--- config.mk ---
export PLATFORM = sky130hd
export DESIGN_NAME = wb_arbiter_flat
export DESIGN_NICKNAME = d
export VERILOG_FILES = /design/src/rtl/wb_arbiter_if.sv /design/src/rtl/wb_arbiter.sv /design/src/flat_wrapper.sv
export SDC_FILE = /design/constraint.sdc
export NUM_CORES = 1
export LEC_CHECK = 0
export ABC_AREA = 1
export CAP_MARGIN = 30
export CORE_UTILIZATION = 60
export CTS_CLUSTER_DIAMETER = 40
export DETAILED_ROUTE_END_ITERATION = 7
export DONT_BUFFER_PORTS = 1
export PLACE_DENSITY = 0.76
export SYNTH_ARGS = -nofsm -noshare
export SYNTH_HDL_FRONTEND = slang
export SYNTH_SLANG_ARGS = --single-unit
--- constraint.sdc ---
create_clock -name clk -period 5 [get_ports clk]
set_input_delay 0.25 -clock clk [delete_from_list [all_inputs] [get_ports clk]]
set_output_delay 0.25 -clock clk [all_outputs]
set_load 0.01 [all_outputs]
--- src/rtl/wb_arbiter_if.sv ---
// Write-back arbiter bus: MEM result, long-latency handshake, RF write port.
// master = arbiter side, slave = pipeline / aux unit / register file side.
interface wb_arbiter_if #(
    parameter int DATA_W     = 32,
    parameter int ADDR_W     = 5,
    parameter int FIFO_DEPTH = 2
);
    localparam int CNT_W = $clog2(FIFO_DEPTH) + 1;

    logic              mem_we;
    logic [ADDR_W-1:0] mem_waddr;
    logic [DATA_W-1:0] mem_wdata;
    logic              aux_valid;
    logic              aux_ready;
    logic [ADDR_W-1:0] aux_waddr;
    logic [DATA_W-1:0] aux_wdata;
    logic              wb_we;
    logic [ADDR_W-1:0] wb_waddr;
    logic [DATA_W-1:0] wb_wdata;
    logic              stall_req;
    logic [CNT_W-1:0]  fifo_count;

    modport master (
        input  mem_we, mem_waddr, mem_wdata,
        input  aux_valid, aux_waddr, aux_wdata,
        output aux_ready,
        output wb_we, wb_waddr, wb_wdata,
        output stall_req, fifo_count
    );

    modport slave (
        output mem_we, mem_waddr, mem_wdata,
        output aux_valid, aux_waddr, aux_wdata,
        input  aux_ready,
        input  wb_we, wb_waddr, wb_wdata,
        input  stall_req, fifo_count
    );
endinterface

--- src/rtl/wb_arbiter.sv ---
// Write-back arbiter: merges MEM results and buffered long-latency results
// onto the single RF write port. Ports: clk, rst (sync, high), bus (master).
module wb_arbiter #(
    parameter int DATA_W     = 32,
    parameter int ADDR_W     = 5,
    parameter int FIFO_DEPTH = 2,
    parameter int STARVE_MAX = 4
) (
    input  logic          clk,
    input  logic          rst,
    wb_arbiter_if.master  bus
);
    localparam int IDX_W = $clog2(FIFO_DEPTH);
    localparam int CNT_W = IDX_W + 1;
    localparam int SW    = $clog2(STARVE_MAX + 1);

    typedef enum logic {NORMAL, FORCE} state_t;

    state_t            state, state_n;
    logic [ADDR_W-1:0] q_addr [FIFO_DEPTH];
    logic [DATA_W-1:0] q_data [FIFO_DEPTH];
    logic [ADDR_W-1:0] qa_n   [FIFO_DEPTH];
    logic [DATA_W-1:0] qd_n   [FIFO_DEPTH];
    logic [CNT_W-1:0]  cnt, cnt_n, kept;
    logic [SW-1:0]     starve, starve_n;
    logic              ready, pipe_v, pop, push, keep, starving;

    assign ready          = (cnt < CNT_W'(FIFO_DEPTH));
    assign bus.aux_ready  = ready;
    assign bus.fifo_count = cnt;

    assign pipe_v = (state == NORMAL) && bus.mem_we &&
                    (bus.mem_waddr != '0);
    assign pop    = (cnt != '0) && ((state == FORCE) || !pipe_v);
    // A same-cycle pipe write to the same register makes the aux result stale.
    assign push   = bus.aux_valid && ready && (bus.aux_waddr != '0) &&
                    !(pipe_v && (bus.aux_waddr == bus.mem_waddr));

    // FIFO is kept compacted: entry 0 is the head. Popped and WAW-killed
    // entries are squeezed out, so count always equals live entries.
    always_comb begin
        cnt_n = '0;
        kept  = '0;
        keep  = 1'b0;
        for (int i = 0; i < FIFO_DEPTH; i++) begin
            qa_n[i] = '0;
            qd_n[i] = '0;
        end
        for (int i = 0; i < FIFO_DEPTH; i++) begin
            keep = (CNT_W'(i) < cnt) && !(pop && (i == 0)) &&
                   !(pipe_v && (q_addr[i] == bus.mem_waddr));
            if (keep) begin
                qa_n[cnt_n[IDX_W-1:0]] = q_addr[i];
                qd_n[cnt_n[IDX_W-1:0]] = q_data[i];
                cnt_n = cnt_n + CNT_W'(1);
            end
        end
        kept = cnt_n;
        if (push) begin
            qa_n[cnt_n[IDX_W-1:0]] = bus.aux_waddr;
            qd_n[cnt_n[IDX_W-1:0]] = bus.aux_wdata;
            cnt_n = cnt_n + CNT_W'(1);
        end
    end

    // Starvation counts only surviving old entries that were not drained.
    assign starving = (state == NORMAL) && (kept != '0) && !pop;

    always_comb begin
        state_n  = NORMAL;
        starve_n = '0;
        if (starving) begin
            if (starve == SW'(STARVE_MAX - 1)) begin
                state_n = FORCE;
            end else begin
                starve_n = starve + SW'(1);
            end
        end
    end

    always_ff @(posedge clk) begin
        if (rst) begin
            state  <= NORMAL;
            starve <= '0;
        end else begin
            state  <= state_n;
            starve <= starve_n;
        end
    end

    always_ff @(posedge clk) begin
        if (rst) begin
            cnt <= '0;
        end else begin
            cnt <= cnt_n;
        end
    end

    always_ff @(posedge clk) begin
        for (int i = 0; i < FIFO_DEPTH; i++) begin
            q_addr[i] <= qa_n[i];
            q_data[i] <= qd_n[i];
        end
    end

    always_ff @(posedge clk) begin
        if (rst) begin
            bus.wb_we     <= 1'b0;
            bus.wb_waddr  <= '0;
            bus.wb_wdata  <= '0;
            bus.stall_req <= 1'b0;
        end else begin
            bus.wb_we     <= pipe_v || pop;
            bus.stall_req <= (state_n == FORCE);
            if (pipe_v) begin
                bus.wb_waddr <= bus.mem_waddr;
                bus.wb_wdata <= bus.mem_wdata;
            end else if (pop) begin
                bus.wb_waddr <= q_addr[0];
                bus.wb_wdata <= q_data[0];
            end
        end
    end
endmodule

--- src/flat_wrapper.sv ---
// flat-port wrapper written by rule: the top's interface ports become plain ports
module wb_arbiter_flat 
#(
    parameter int DATA_W     = 32,
    parameter int ADDR_W     = 5,
    parameter int FIFO_DEPTH = 2,
    parameter int STARVE_MAX = 4
)
  (clk, rst, bus_mem_we, bus_mem_waddr, bus_mem_wdata, bus_aux_valid, bus_aux_waddr, bus_aux_wdata, bus_aux_ready, bus_wb_we, bus_wb_waddr, bus_wb_wdata, bus_stall_req, bus_fifo_count);
  wb_arbiter_if #(.DATA_W(DATA_W), .ADDR_W(ADDR_W), .FIFO_DEPTH(FIFO_DEPTH)) bus_i ();
  input  logic clk;
  input  logic rst;
  input wire logic [$bits(bus_i.mem_we)-1:0] bus_mem_we;
  input wire logic [$bits(bus_i.mem_waddr)-1:0] bus_mem_waddr;
  input wire logic [$bits(bus_i.mem_wdata)-1:0] bus_mem_wdata;
  input wire logic [$bits(bus_i.aux_valid)-1:0] bus_aux_valid;
  input wire logic [$bits(bus_i.aux_waddr)-1:0] bus_aux_waddr;
  input wire logic [$bits(bus_i.aux_wdata)-1:0] bus_aux_wdata;
  output wire logic [$bits(bus_i.aux_ready)-1:0] bus_aux_ready;
  output wire logic [$bits(bus_i.wb_we)-1:0] bus_wb_we;
  output wire logic [$bits(bus_i.wb_waddr)-1:0] bus_wb_waddr;
  output wire logic [$bits(bus_i.wb_wdata)-1:0] bus_wb_wdata;
  output wire logic [$bits(bus_i.stall_req)-1:0] bus_stall_req;
  output wire logic [$bits(bus_i.fifo_count)-1:0] bus_fifo_count;
  assign bus_i.mem_we = bus_mem_we;
  assign bus_i.mem_waddr = bus_mem_waddr;
  assign bus_i.mem_wdata = bus_mem_wdata;
  assign bus_i.aux_valid = bus_aux_valid;
  assign bus_i.aux_waddr = bus_aux_waddr;
  assign bus_i.aux_wdata = bus_aux_wdata;
  assign bus_aux_ready = bus_i.aux_ready;
  assign bus_wb_we = bus_i.wb_we;
  assign bus_wb_waddr = bus_i.wb_waddr;
  assign bus_wb_wdata = bus_i.wb_wdata;
  assign bus_stall_req = bus_i.stall_req;
  assign bus_fifo_count = bus_i.fifo_count;
  wb_arbiter #(.DATA_W(DATA_W), .ADDR_W(ADDR_W), .FIFO_DEPTH(FIFO_DEPTH), .STARVE_MAX(STARVE_MAX)) u_core (.clk(clk), .rst(rst), .bus(bus_i));
endmodule
After elaboration in Yosys (flattened, before gate mapping)
Memory sizes are Yosys's and may differ from the RTL's.
Index checks and enable logic that the tools add are counted.
W data, S select, Z words.
{"block": "word_totals", "romBits": 0, "in_bits": 78, "ram_bits": 74, "latch_bits": 0, "out_inout_bits": 42, "ff_bits": 44, "n_memories": 2, "elab_cells": 82}
{"name": "u_core.q_data", "words": 2, "width": 32, "read_ports": 2, "rd_clocked_by_memory_dff": 0, "wr": 2, "line": "wb_arbiter.sv:21", "rtl": "logic [DATA_W-1:0] q_data [FIFO_DEPTH];"}
{"name": "u_core.q_addr", "words": 2, "width": 5, "read_ports": 2, "rd_clocked_by_memory_dff": 0, "wr": 2, "line": "wb_arbiter.sv:20", "rtl": "logic [ADDR_W-1:0] q_addr [FIFO_DEPTH];"}
{"block": "op_classes", "n_mux": 26, "n_bitwise": 4, "add_sub_neg": 3, "order_cmp": 7, "eq_ne": 4, "div": 0, "n_reduce_logical": 30, "shifts": 0, "n_mul": 0}
{"operator": "$mux W32", "n": 5}
{"operator": "$bwmux W64", "n": 2}
{"operator": "$mux W64", "n": 2}
{"operator": "$demux W32 S1", "n": 2}
{"operator": "$mux W5", "n": 5}
{"operator": "$bwmux W10", "n": 2}
{"operator": "$mux W10", "n": 2}
{"operator": "$logic_and A1 B1 Y1", "n": 16}
{"operator": "$eq A5 B5 Y1", "n": 3}
{"operator": "$demux W5 S1", "n": 2}
{"operator": "$reduce_bool A5 Y1", "n": 2}
{"operator": "$reduce_bool A2 Y1", "n": 3}
{"operator": "$logic_not A1 Y1", "n": 5}
{"operator": "$add A2 B1 Y2 const B", "n": 2}
{"operator": "$ge A2 B2 Y1 const B", "n": 2}
{"operator": "$lt A1 B2 Y1 const A", "n": 2}
{"operator": "$lt A2 B1 Y1 const B", "n": 2}
{"operator": "$mux W2", "n": 2}
{"operator": "$not A1 Y2", "n": 2}
{"operator": "$add A3 B1 Y3 const B", "n": 1}
{"operator": "$eq A3 B2 Y1 const B", "n": 1}
{"operator": "$reduce_or A3 Y1", "n": 1}
{"operator": "$logic_or A1 B1 Y1", "n": 2}
{"operator": "$lt A2 B2 Y1 const B", "n": 1}
{"operator": "3 further kinds", "n": 5}

Logic depth before layout (Yosys ltp)
Gate-level depths: netlist of the first run.
{"block": "depth", "ltp_word": 19, "depth_mapped": 17, "ltp_nobuf": 12}

Least setup slack after synthesis of the first run
Ideal clock, no wire load.
{"block": "synth_timing", "kind": "input -> register", "from": "input bus_mem_waddr[2]", "to": "memory u_core.q_data[0][11]", "t_required_ps": 4887, "setup_ps": 113, "n_path_buf": 5, "stages": 17, "arrival_time_ps": 2183, "slack_ps": 2704, "cell_sequence": "buf_2 nor2_1 nand3_1 nand2_2 nor2_1 nand2_1 nand2_1 buf_2 ha_1 clkbuf_1 inv_1 nand3_1 buf_4 buf_2 nand2_1 nor2_1 nor2_1"}
{"item": "start, declared", "line": "flat_wrapper.sv:14", "rtl": "input wire logic [$bits(bus_i.mem_waddr)-1:0] bus_mem_waddr;"}
{"item": "end, declared", "line": "wb_arbiter.sv:21"}

==> run_results.csv, run 1 <==
group,metric,value,unit
status,status,"completed",
detailed_routing,wire_per_inst,13.8,um
yosys,ys_types,23,
setup_path,crit_chain,"nor2_1, nand2_2, nor2_1, nand2_2, ha_1, inv_1, nand3_2, buf_12, buf_4, nor2_1, nor2_1",
yosys,async_flop_share,0,%
sta,fin_crit,3.08,ns
setup_path,path_delay_family,"simple AND/OR/NAND/NOR gates",
clocking,clk_pin_slew,0.06,ns
setup_path,max_stage_delay,0.49,ns
placed_design,portBuffers,0,
detailed_routing,first_iter_violations,367,
clocking,post_cts_buffers,0,
setup_path,required,5.41,ns
global_routing,grt_pass1_wl,24.1,mm
yosys,synth_nets,932,
min_path,hp-start,"bus_mem_we",
global_routing,grt_usage,31.2,%
setup_path,critPathMaxFanout,40,
clocking,clk_path_buf_depth,2,
sta,timing.final.crit_share,61.6,%
placed_design,placed_cells,913,
global_routing,grt_pass1_vias,5221,
setup_path,startpoint_type,"flip-flop",
min_path,holdPathStages,6,
sta,rsz0062_at_grt,"no",
layout,fill_cells,629,
clocking,root_buffer,"clkbuf_8",
setup_path,reg2reg_to,"u_core.q_data[0][8]",
layout,nNetsFinal,982,
setup_path,cp_slowest_cell,"ha_1",
setup_path,endpoint_kind,"flip-flop",
yosys,ys_warn_count,0,
global_routing,antenna_found_initial,0,
sta,fin_tns_setup,0,ns
setup_path,cp_num_buf_inv,3,
setup_path,crit_path_frequent_cell,"nor2_1",
die,core_area,8760,sq um
yosys,synth.area.top_cells,"dfxtp_1 43%, nand2_1 21%, nor2_1 11%",
yosys,ys_seq_area_share,43.2,%
layout,final_layout_size_suffix_gt1_share,5.04,%
clocking,cts_tree,"yes",
clocking,clkSinkCount,118,
die,die_h,97.5,um
detailed_routing,routed_via_density,5.32,
layout,fin_cells,1020,
detailed_routing,first_pass_iters,6,
yosys,synth-edff-count,0,
flow_run,max_cap_viol_count,0,
die,dieArea,9510,sq um
setup_path,cp.arrival,3.49,ns
pwr,power_switching,0.783,mW
setup_path,rr_startpoint,"u_core.state",
placed_design,routabilityCongestion,0.894,
sta,hold_viol,0,
yosys,syn_area,5470,sq um
clocking,cts_max_level,4,
pwr,ir_worst_vdd,245,uV
die,fp.dieW,97.5,um
pwr,internal-power,1.98,mW
clocking,cts_inserted_buffers,17,
setup_path,rrSetupSlack,1.92,ns
layout,diodes,0,
pwr,leakage,3.34,nW
yosys,yosysTopAreaCell,"dfxtp_1",
die,fp-row-count,34,
min_path,whs_endpoint,"u_core.bus.wb_waddr[4]",
pwr,power.density,409,nW/um^2
layout,area_growth,23.4,%
sta,finalSetupViolCount,0,
pwr,p_seq_share,40.8,%
clocking,clock_latency,0.52,ns
setup_path,r2r_cells,11,
yosys,synthCells,849,
sta,tightest_slew,0.949,ns
sta,fin_skew,0.00508,ns
detailed_routing,drc,0,
sta,maxSlewHeadroom,36.6,%
detailed_routing,totalWireLength,14.1,mm
yosys,ys.flop_type,"dfxtp_1",
yosys,ys_ff_latch,118,
setup_path,critPathKind,"reg2reg",
die,ios,120,
sta,slew_violations,0,
pwr,power_frac_clock,43.4,%
detailed_routing,antenna_left,0,
yosys,synth.top_cell.area_share,43.2,%
pwr,combPwrFrac,15.8,%
pwr,sw_frac_of_total,28.4,%
global_routing,grt-ovfl-total,0,
yosys,avgSynthCellArea,6.45,sq um
min_path,holdCritPathClass,"in2reg",
global_routing,grt_max_degree,57,
placed_design,dpl.hpwl,8.18,mm
setup_path,crit_cells,11,
die,initial_core_util,62.5,%
sta,max_clock_freq,325,MHz
detailed_routing,vias,5429,
[cell usage in the layout, fill, tap and decap left out, drive strengths merged, types with 3 or more instances in the layout]
cell and count:
clkbuf 20, clkinvlp 4, nand2 308, clkinv 4, bufinv 3, inv 69
nand3 109, ha 5, dlygate4sd3 75, buf 6, dfxtp 118, xor2 4
xnor2 6, nor2 169, o21ai 4
[state kept, by name (all words and copies together), names as in the netlist]
register	count
u_core.bus.fifo_count	2
u_core.state	1
u_core.q_addr	10
u_core.q_data	64
u_core.bus.wb_waddr	5
u_core.bus.wb_wdata	32
u_core.starve	3
u_core.bus.wb_we	1
[stage by stage]
step | util (%) | setup slack, ns | instance area [sq um] | total power, mW | hold WS [ns]
after floorplan | - | 2.70 | 5470 | 1.44 | 0.319
after global placement | 61.2 | 1.64 | 5370 | 1.50 | 0.321
after detailed placement | 61.8 | 1.99 | 5410 | 1.52 | 0.324
after CTS | 77.1 | 1.94 | 6750 | 2.76 | 0.0810
after global routing | 77.1 | 1.68 | 6750 | 2.88 | 0.156
final | 77.1 | 1.92 | 6750 | 2.76 | 0.0876
[cell usage after synthesis, types with 3 or more instances]
master / instances
nand2_1: 306
nor2_1: 167
dfxtp_1: 118
nand3_1: 109
inv_1: 63
buf_2: 29
clkbuf_1: 8
buf_4: 6
xnor2_1: 6
ha_1: 5
inv_2: 5
buf_6: 4
o21ai_0: 4
xor2_1: 4
buf_1: 3
[cells by family (layout without fill, tap and decap cells)]
kind of cell / count (synthesis) / count (layout) / synth area share [%]
adders and majority gates: 5 / 5 / 1.14
DFF: 118 / 118 / 43.2
buffers and inverters: 118 / 181 / 9.72
and+or+nand+nor: 588 / 588 / 43.3
AOI/OAI and AO/OA: 10 / 10 / 1.12
xor gates and xnor gates: 10 / 10 / 1.60
[worst max-delay path by stage]
stage	start	endpoint	slack [ns]
finish	u_core.state	u_core.q_data[0][8]	1.92
global route	u_core.state	u_core.q_data[0][8]	1.68
CTS	u_core.state	u_core.q_data[0][8]	1.94
detailed placement	u_core.state	u_core.q_data[0][13]	1.99
global placement	u_core.state	u_core.q_data[0][14]	1.64
floorplan	bus_mem_waddr[2]	u_core.q_data[0][11]	2.70
[worst register-to-register path: stages (launching register included)]
cell and delay [ns]:
dfxtp_1 0.35, nor2_1 0.21, nand2_2 0.11, nor2_1 0.15
nand2_2 0.44, ha_1 0.50, inv_1 0.07, nand3_2 0.40
buf_12 0.35, buf_4 0.21, nor2_1 0.12, nor2_1 0.06
[metal layers]
metal  vias up  global-route usage, %  wire length [um]
met1      2444                   37.6              5960
met3        35                   7.91              1160
met2       258                   52.4              6650
met5         -                      0                 0
met4         0                   13.3               335
li1       2692                      -                 -
[cell type report]
cell class              instances  area (sq um)  area share (%)
clock inverters                12           153            2.26
clock buffers                  20           435            6.45
flip-flops and latches        118          2360            35.0
multi-input cells             613          2580            38.3
well taps                     108           135            2.00
repair buffers                 81           828            12.3
inverters                      68           255            3.78
[timing repair]
action,4_1_cts,5_1_grt
hold buffers,75,0
gates resized for setup,0,0
endpoints found under the hold margin,117,0
[power by group through the flow]
| stage | Combinational, mW | Sequential, mW | Clock, mW |
|---|---|---|---|
| CTS | 0.429 | 1.12 | 1.21 |
| global placement | 0.355 | 1.14 | 0 |
| finish | 0.436 | 1.13 | 1.20 |
| floorplan | 0.316 | 1.13 | 0 |
| global route | 0.495 | 1.14 | 1.25 |
| detailed placement | 0.373 | 1.14 | 0 |
Power figures use the tool's default switching activity.
==> inputs of run 2 (changes only) <==
--- a/config.mk
+++ b/config.mk
@@ -7,11 +7,11 @@
 export LEC_CHECK = 0
 export ABC_AREA = 1
 export CAP_MARGIN = 30
-export CORE_UTILIZATION = 60
+export CORE_UTILIZATION = 57
 export CTS_CLUSTER_DIAMETER = 40
 export DETAILED_ROUTE_END_ITERATION = 7
 export DONT_BUFFER_PORTS = 1
-export PLACE_DENSITY = 0.76
+export PLACE_DENSITY = 0.75
 export SYNTH_ARGS = -nofsm -noshare
 export SYNTH_HDL_FRONTEND = slang
 export SYNTH_SLANG_ARGS = --single-unit
==> constraint.sdc (replaced) <==
create_clock -name clk -period 2.8 [get_ports clk]
set_input_delay 0.14 -clock clk [delete_from_list [all_inputs] [get_ports clk]]
set_output_delay 0.14 -clock clk [all_outputs]
set_load 0.01 [all_outputs]
==> run 2 against run 1 <==
Against the previous run: register-to-register slack worse by 1.6 ns; routed wire length is 4.3% higher; utilization is 3.7 points lower; largest power group unchanged; sequential power is 79% higher; total power is 80% higher; clock power is 79% higher; die area is 5.2% higher.
==> run_results.csv, run 2 (same netlist as run 1, synthesis figures left out) <==
group,metric,value,unit
status,status,"completed",
layout,multi_input_area,2580,sq um
pwr,power_frac_clock,43.3,%
layout,ff_latch_area,2360,sq um
die,ios,120,
setup_path,required,3.26,ns
setup_path,startpoint_type,"flip-flop",
detailed_routing,drc,0,
layout,fin_cells,1046,
setup_path,endpoint_kind,"flip-flop",
global_routing,grt_usage,30.4,%
setup_path,reg2reg_to,"u_core.bus.wb_wdata[4]",
clocking,cts_max_level,4,
global_routing,grt-ovfl-total,0,
setup_path,rr_startpoint,"u_core.state",
clocking,cts_inserted_buffers,17,
detailed_routing,routed_via_density,5.18,
sta,max_clock_freq,409,MHz
sta,fin_crit,2.45,ns
placed_design,portBuffers,0,
placed_design,routabilityCongestion,0.920,
setup_path,startpoint,"u_core.state",
layout,fill_cells,711,
die,dieArea,10000,sq um
flow_run,max_cap_viol_count,0,
pwr,power.density,730,nW/um^2
placed_design,dpl.hpwl,8.47,mm
pwr,p_seq_share,40.7,%
min_path,holdCritPathClass,"in2reg",
die,fp-row-count,35,
sta,fin_skew,0.00906,ns
setup_path,r2r_cells,9,
clocking,holdBufCountCts,76,
sta,timing.final.crit_share,87.4,%
layout,final_common_cell,"nand2_1",
layout,top_register,"u_core.q_data",
clocking,clk_path_buf_depth,2,
global_routing,grt_pass1_wl,23.8,mm
pwr,internal-power,3.56,mW
die,fp.dieW,100,um
die,initial_core_util,58.9,%
pwr,ir_worst_vdd,443,uV
sta,finalSetupViolCount,0,
clocking,clock_latency,0.52,ns
placed_design,placed_cells,939,
global_routing,grt_max_degree,69,
layout,largest_reg_flops,64,
detailed_routing,wire_per_inst,14.1,um
detailed_routing,first_iter_violations,359,
clocking,cts_repair_resize_count,0,
setup_path,critPathMaxFanout,26,
die,die_h,100,um
layout,area_growth,24.4,%
setup_path,cp.arrival,2.91,ns
global_routing,grt_pass1_vias,5164,
detailed_routing,totalWireLength,14.7,mm
layout,final_cell_area,6810,sq um
sta,tightest_slew,0.707,ns
clocking,post_cts_buffers,0,
pwr,power.total,4.97,mW
layout,reg_top3,"u_core.q_data: 64 flops, u_core.bus.wb_wdata: 32 flops, u_core.q_addr: 10 flops",
clocking,clkSinkCount,118,
sta,fin_tns_setup,0,ns
layout,diodes,0,
pwr,power_switching,1.42,mW
setup_path,rrSetupSlack,0.35,ns
placed_design,placed_cell_area,5470,sq um
clocking,clk_pin_slew,0.06,ns
sta,rsz0062_at_grt,"no",
layout,final_cell_mix,"306 x nand2_1, 167 x nor2_1, 118 x dfxtp_1",
pwr,sw_frac_of_total,28.5,%
setup_path,cp-endpoint,"u_core.bus.wb_wdata[4]",
pwr,combPwrFrac,16.0,%
sta,hold_viol,0,
sta,slew_violations,0,
sta,maxSlewHeadroom,52.8,%
layout,nNetsFinal,988,
layout,final_layout_size_suffix_gt1_share,5.34,%
setup_path,critPathKind,"reg2reg",
global_routing,antenna_found_initial,0,
clocking,cts_tree,"yes",
pwr,leakage,3.38,nW
detailed_routing,first_pass_iters,6,
clocking,root_buffer,"clkbuf_8",
detailed_routing,antenna_left,0,
die,core_area,9280,sq um
detailed_routing,vias,5423,
[run 2: changes by cell type in the layout (fill, tap and decap cells not counted), sizes merged]
cell | before | now
inv | 69 | 68
clkbuf | 20 | 22
clkinv | 4 | 5
clkinvlp | 4 | 1
dlygate4sd3 | 75 | 76
buf | 6 | 11
[run 2: worst min path at each step]
| stage | from | endpoint | slack, ns | cells after the start |
|---|---|---|---|---|
| 2_1_floorplan | rst | u_core.bus.fifo_count[0] | 0.21 | 1 |
| 3_3_place_gp | rst | u_core.bus.wb_wdata[4] | 0.21 | 1 |
| 3_5_place_dp | rst | u_core.bus.wb_wdata[4] | 0.22 | 1 |
| 4_1_cts | bus_aux_valid | u_core.bus.fifo_count[0] | 0.01 | 5 |
| 5_1_grt | bus_aux_valid | u_core.bus.fifo_count[0] | 0.07 | 5 |
| 6_report | bus_aux_valid | u_core.bus.fifo_count[0] | 0.05 | 4 |
[run 2: metal layers]
layer  up-vias  GRT usage [%]  part of all wire [%]
met2       235           53.0                    49
li1       2698              -                     -
met4         0           13.3                   2.1
met5         -              0                     0
met1      2450           35.9                    41
met3        40           6.69                   7.4
[run 2: power groups by stage]
stage | combinational [mW] | sequential (mW) | clock [mW]
global route | 0.896 | 2.04 | 2.25
detailed placement | 0.673 | 2.05 | 0
CTS | 0.777 | 2.02 | 2.16
global placement | 0.645 | 2.05 | 0
finish | 0.797 | 2.02 | 2.15
floorplan | 0.564 | 2.01 | 0
[run 2: area by class of cell]
| type | count | share of cell area [%] |
|---|---|---|
| Tap cell | 129 | 2.37 |
| Timing Repair Buffer | 87 | 12.8 |
| Clock buffer | 22 | 6.65 |
| Multi-Input combinational cell | 613 | 37.9 |
| Inverter | 68 | 3.75 |
| Sequential cell | 118 | 34.7 |
| Clock inverter | 9 | 1.86 |
[run 2: through the flow]
step | util (%) | hold WS [ns] | setup WS, ns
CTS | 73.4 | 0.0111 | 0.432
global route | 73.4 | 0.0650 | 0.260
global placement | 58.9 | 0.212 | 0.702
floorplan | - | 0.209 | 0.589
detailed placement | 58.9 | 0.216 | 0.691
finish | 73.4 | 0.0491 | 0.353
[run 2: critical path, cell delays in order, from the launching register on]
cell	delay [ns]
dfxtp_1	0.36
nor2_1	0.21
nand2_2	0.12
inv_2	0.28
nor2_4	0.07
nor2_4	0.34
buf_12	0.23
nand2_1	0.07
a31oi_1	0.13
dlygate4sd3_1	0.57
==> inputs of run 3 (changes only) <==
--- a/config.mk
+++ b/config.mk
@@ -12,6 +12,7 @@
 export DETAILED_ROUTE_END_ITERATION = 7
 export DONT_BUFFER_PORTS = 1
 export PLACE_DENSITY = 0.75
+export SLEW_MARGIN = 20
 export SYNTH_ARGS = -nofsm -noshare
 export SYNTH_HDL_FRONTEND = slang
 export SYNTH_SLANG_ARGS = --single-unit
==> constraint.sdc (replaced) <==
create_clock -name clk -period 2.8 [get_ports clk]
set_input_delay 0.42 -clock clk [delete_from_list [all_inputs] [get_ports clk]]
set_output_delay 0.42 -clock clk [all_outputs]
set_load 0.01 [all_outputs]
==> run 3 against run 2 <==
Against the previous run: fmax up 5.3%; utilization down 7.5 points; clock power is 5% higher; largest power group unchanged.
==> run_results.csv, run 3 (same netlist as run 1, synthesis figures left out) <==
group,metric,value,unit
clocking,cts_repair_resize_count,0,
setup_path,endpoint_kind,"flip-flop",
setup_path,crit_path_frequent_cell,"nor2_1",
sta,maxSlewHeadroom,54.5,%
pwr,ir_worst_vdd,483,uV
clocking,cts_max_level,4,
detailed_routing,drc,0,
sta,tightest_slew,0.681,ns
layout,diodes,0,
detailed_routing,wire_per_inst,13.7,um
sta,fin_crit,2.32,ns
detailed_routing,totalWireLength,13.3,mm
flow_run,max_cap_viol_count,0,
layout,largest_reg_flops,64,
global_routing,grt_pass1_wl,22.0,mm
placed_design,dpl.hpwl,8.58,mm
die,fp-row-count,35,
placed_design,routabilityCongestion,0.905,
setup_path,crit_chain,"nor2_1, nand2_2, nor2_1, nand2_2, ha_1, inv_1, nand3_2, buf_4, nand2_1, nor2_1, nor2_1",
die,dieArea,10000,sq um
setup_path,critPathMaxFanout,37,
sta,fin_tns_setup,0,ns
sta,timing.final.crit_share,83.0,%
die,core_area,9280,sq um
layout,fin_cells,974,
pwr,power.density,811,nW/um^2
layout,fill_cells,843,
layout,final_util,65.9,%
sta,fin_skew,0.00785,ns
die,die_h,100,um
layout,final_common_cell,"nand2_1",
min_path,holdCritPathClass,"in2reg",
setup_path,cp_slowest_cell,"ha_1",
clocking,clk_path_buf_depth,2,
detailed_routing,first_pass_iters,5,
sta,holdWs,0.0423,ns
layout,nNetsFinal,915,
clocking,root_buffer,"clkbuf_8",
die,fp.dieW,100,um
clocking,clkSinkCount,118,
clocking,cts_inserted_buffers,17,
setup_path,max_stage_delay,0.39,ns
status,status,"completed",
sta,max_clock_freq,430,MHz
die,ios,120,
clocking,cts_tree,"yes",
die,initial_core_util,58.9,%
placed_design,placed_cells,941,
placed_design,portBuffers,0,
sta,slew_violations,0,
detailed_routing,first_iter_violations,258,
layout,top_register,"u_core.q_data",
clocking,clock_latency,0.51,ns
layout,final_layout_size_suffix_gt1_share,6.27,%
setup_path,required,3.20,ns
sta,rsz0062_at_grt,"no",
clocking,clk_pin_slew,0.06,ns
clocking,post_cts_buffers,0,
layout,reg_top3,"u_core.q_data: 64 flops, u_core.bus.wb_wdata: 32 flops, u_core.q_addr: 10 flops",
detailed_routing,antenna_left,0,
global_routing,grt_pass1_vias,4771,
setup_path,critPathKind,"reg2reg",
setup_path,cp.arrival,2.73,ns
detailed_routing,vias,5035,
layout,final_cell_mix,"306 x nand2_1, 167 x nor2_1, 118 x dfxtp_1",
sta,finalSetupViolCount,0,
global_routing,antenna_found_initial,0,
global_routing,grt_usage,27.8,%
setup_path,startpoint_type,"flip-flop",
detailed_routing,routed_via_density,5.17,
global_routing,grt_max_degree,39,
pwr,leakage,3.08,nW
global_routing,grt-ovfl-total,0,
sta,hold_viol,0,
layout,area_growth,11.8,%
==> run 3: cell types whose count changed in the layout (fill, tap and decap cells not counted) <==
cell,previous run,this run
clkbuf_1,3,2
bufinv_16,3,4
dlygate4sd3_1,76,1
buf_4,9,11
clkinv_4,1,3
clkinvlp_4,1,3
clkinv_2,4,1
==> run 3: final cells by class <==
type / count / area (sq um) / share of cell area, %
multi-input cells: 613 / 2580 / 42.2
flip-flops and latches: 118 / 2360 / 38.6
clock buffers: 21 / 449 / 7.34
inverters: 68 / 255 / 4.17
clock inverters: 11 / 174 / 2.84
well taps: 129 / 161 / 2.64
repair buffers: 14 / 133 / 2.17
==> run 3: layer usage <==
metal  global-route usage [%]  up-vias  part of all wire [%]
li1                         -     2557                     -
met1                     32.3     2297                    41
met2                     48.6      168                    49
met3                     9.82       13                   8.8
met4                     7.36        0                   1.0
met5                        0        -                     0
==> run 3: critical path: cells and delay by family (launching register included) <==
family	cells	cell delay (ns)
buffers and inverters	2	0.39
adder cells (fa/ha/maj)	1	0.39
AND/OR/NAND/NOR	8	1.05
flip-flops	1	0.36
==> run 3: path summary, 6_finish.rpt <==
kind	startpoint	endpoint	slack, ns	depth (start not counted)
max	u_core.state	u_core.q_data[0][10]	0.48	11
min	bus_aux_wdata[5]	u_core.q_data[0][37]	0.04	2
max reg2reg	u_core.state	u_core.q_data[0][10]	0.48	11
min reg2reg	u_core.starve[0]	u_core.starve[0]	0.44	1
==> run 3: timing repair <==
action | CTS | global route
endpoints found under the hold margin | 3 | 0
hold buffers | 1 | 0
endpoints found under the setup margin | 0 | 0
==> run 3: through the flow <==
stage	area, sq um	setup WS, ns	total power, mW
3_3_place_gp	5490	0.584	2.69
3_5_place_dp	5490	0.537	2.72
2_1_floorplan	5470	0.334	2.58
6_report	6120	0.475	4.96
5_1_grt	6120	0.295	5.19
4_1_cts	6120	0.509	4.98
==> run 3: power breakdown <==
group | switching (mW) | internal, mW
clock network | 0.757 | 1.49
registers | 0.143 | 1.88
logic | 0.470 | 0.222
total | 1.37 | 3.59
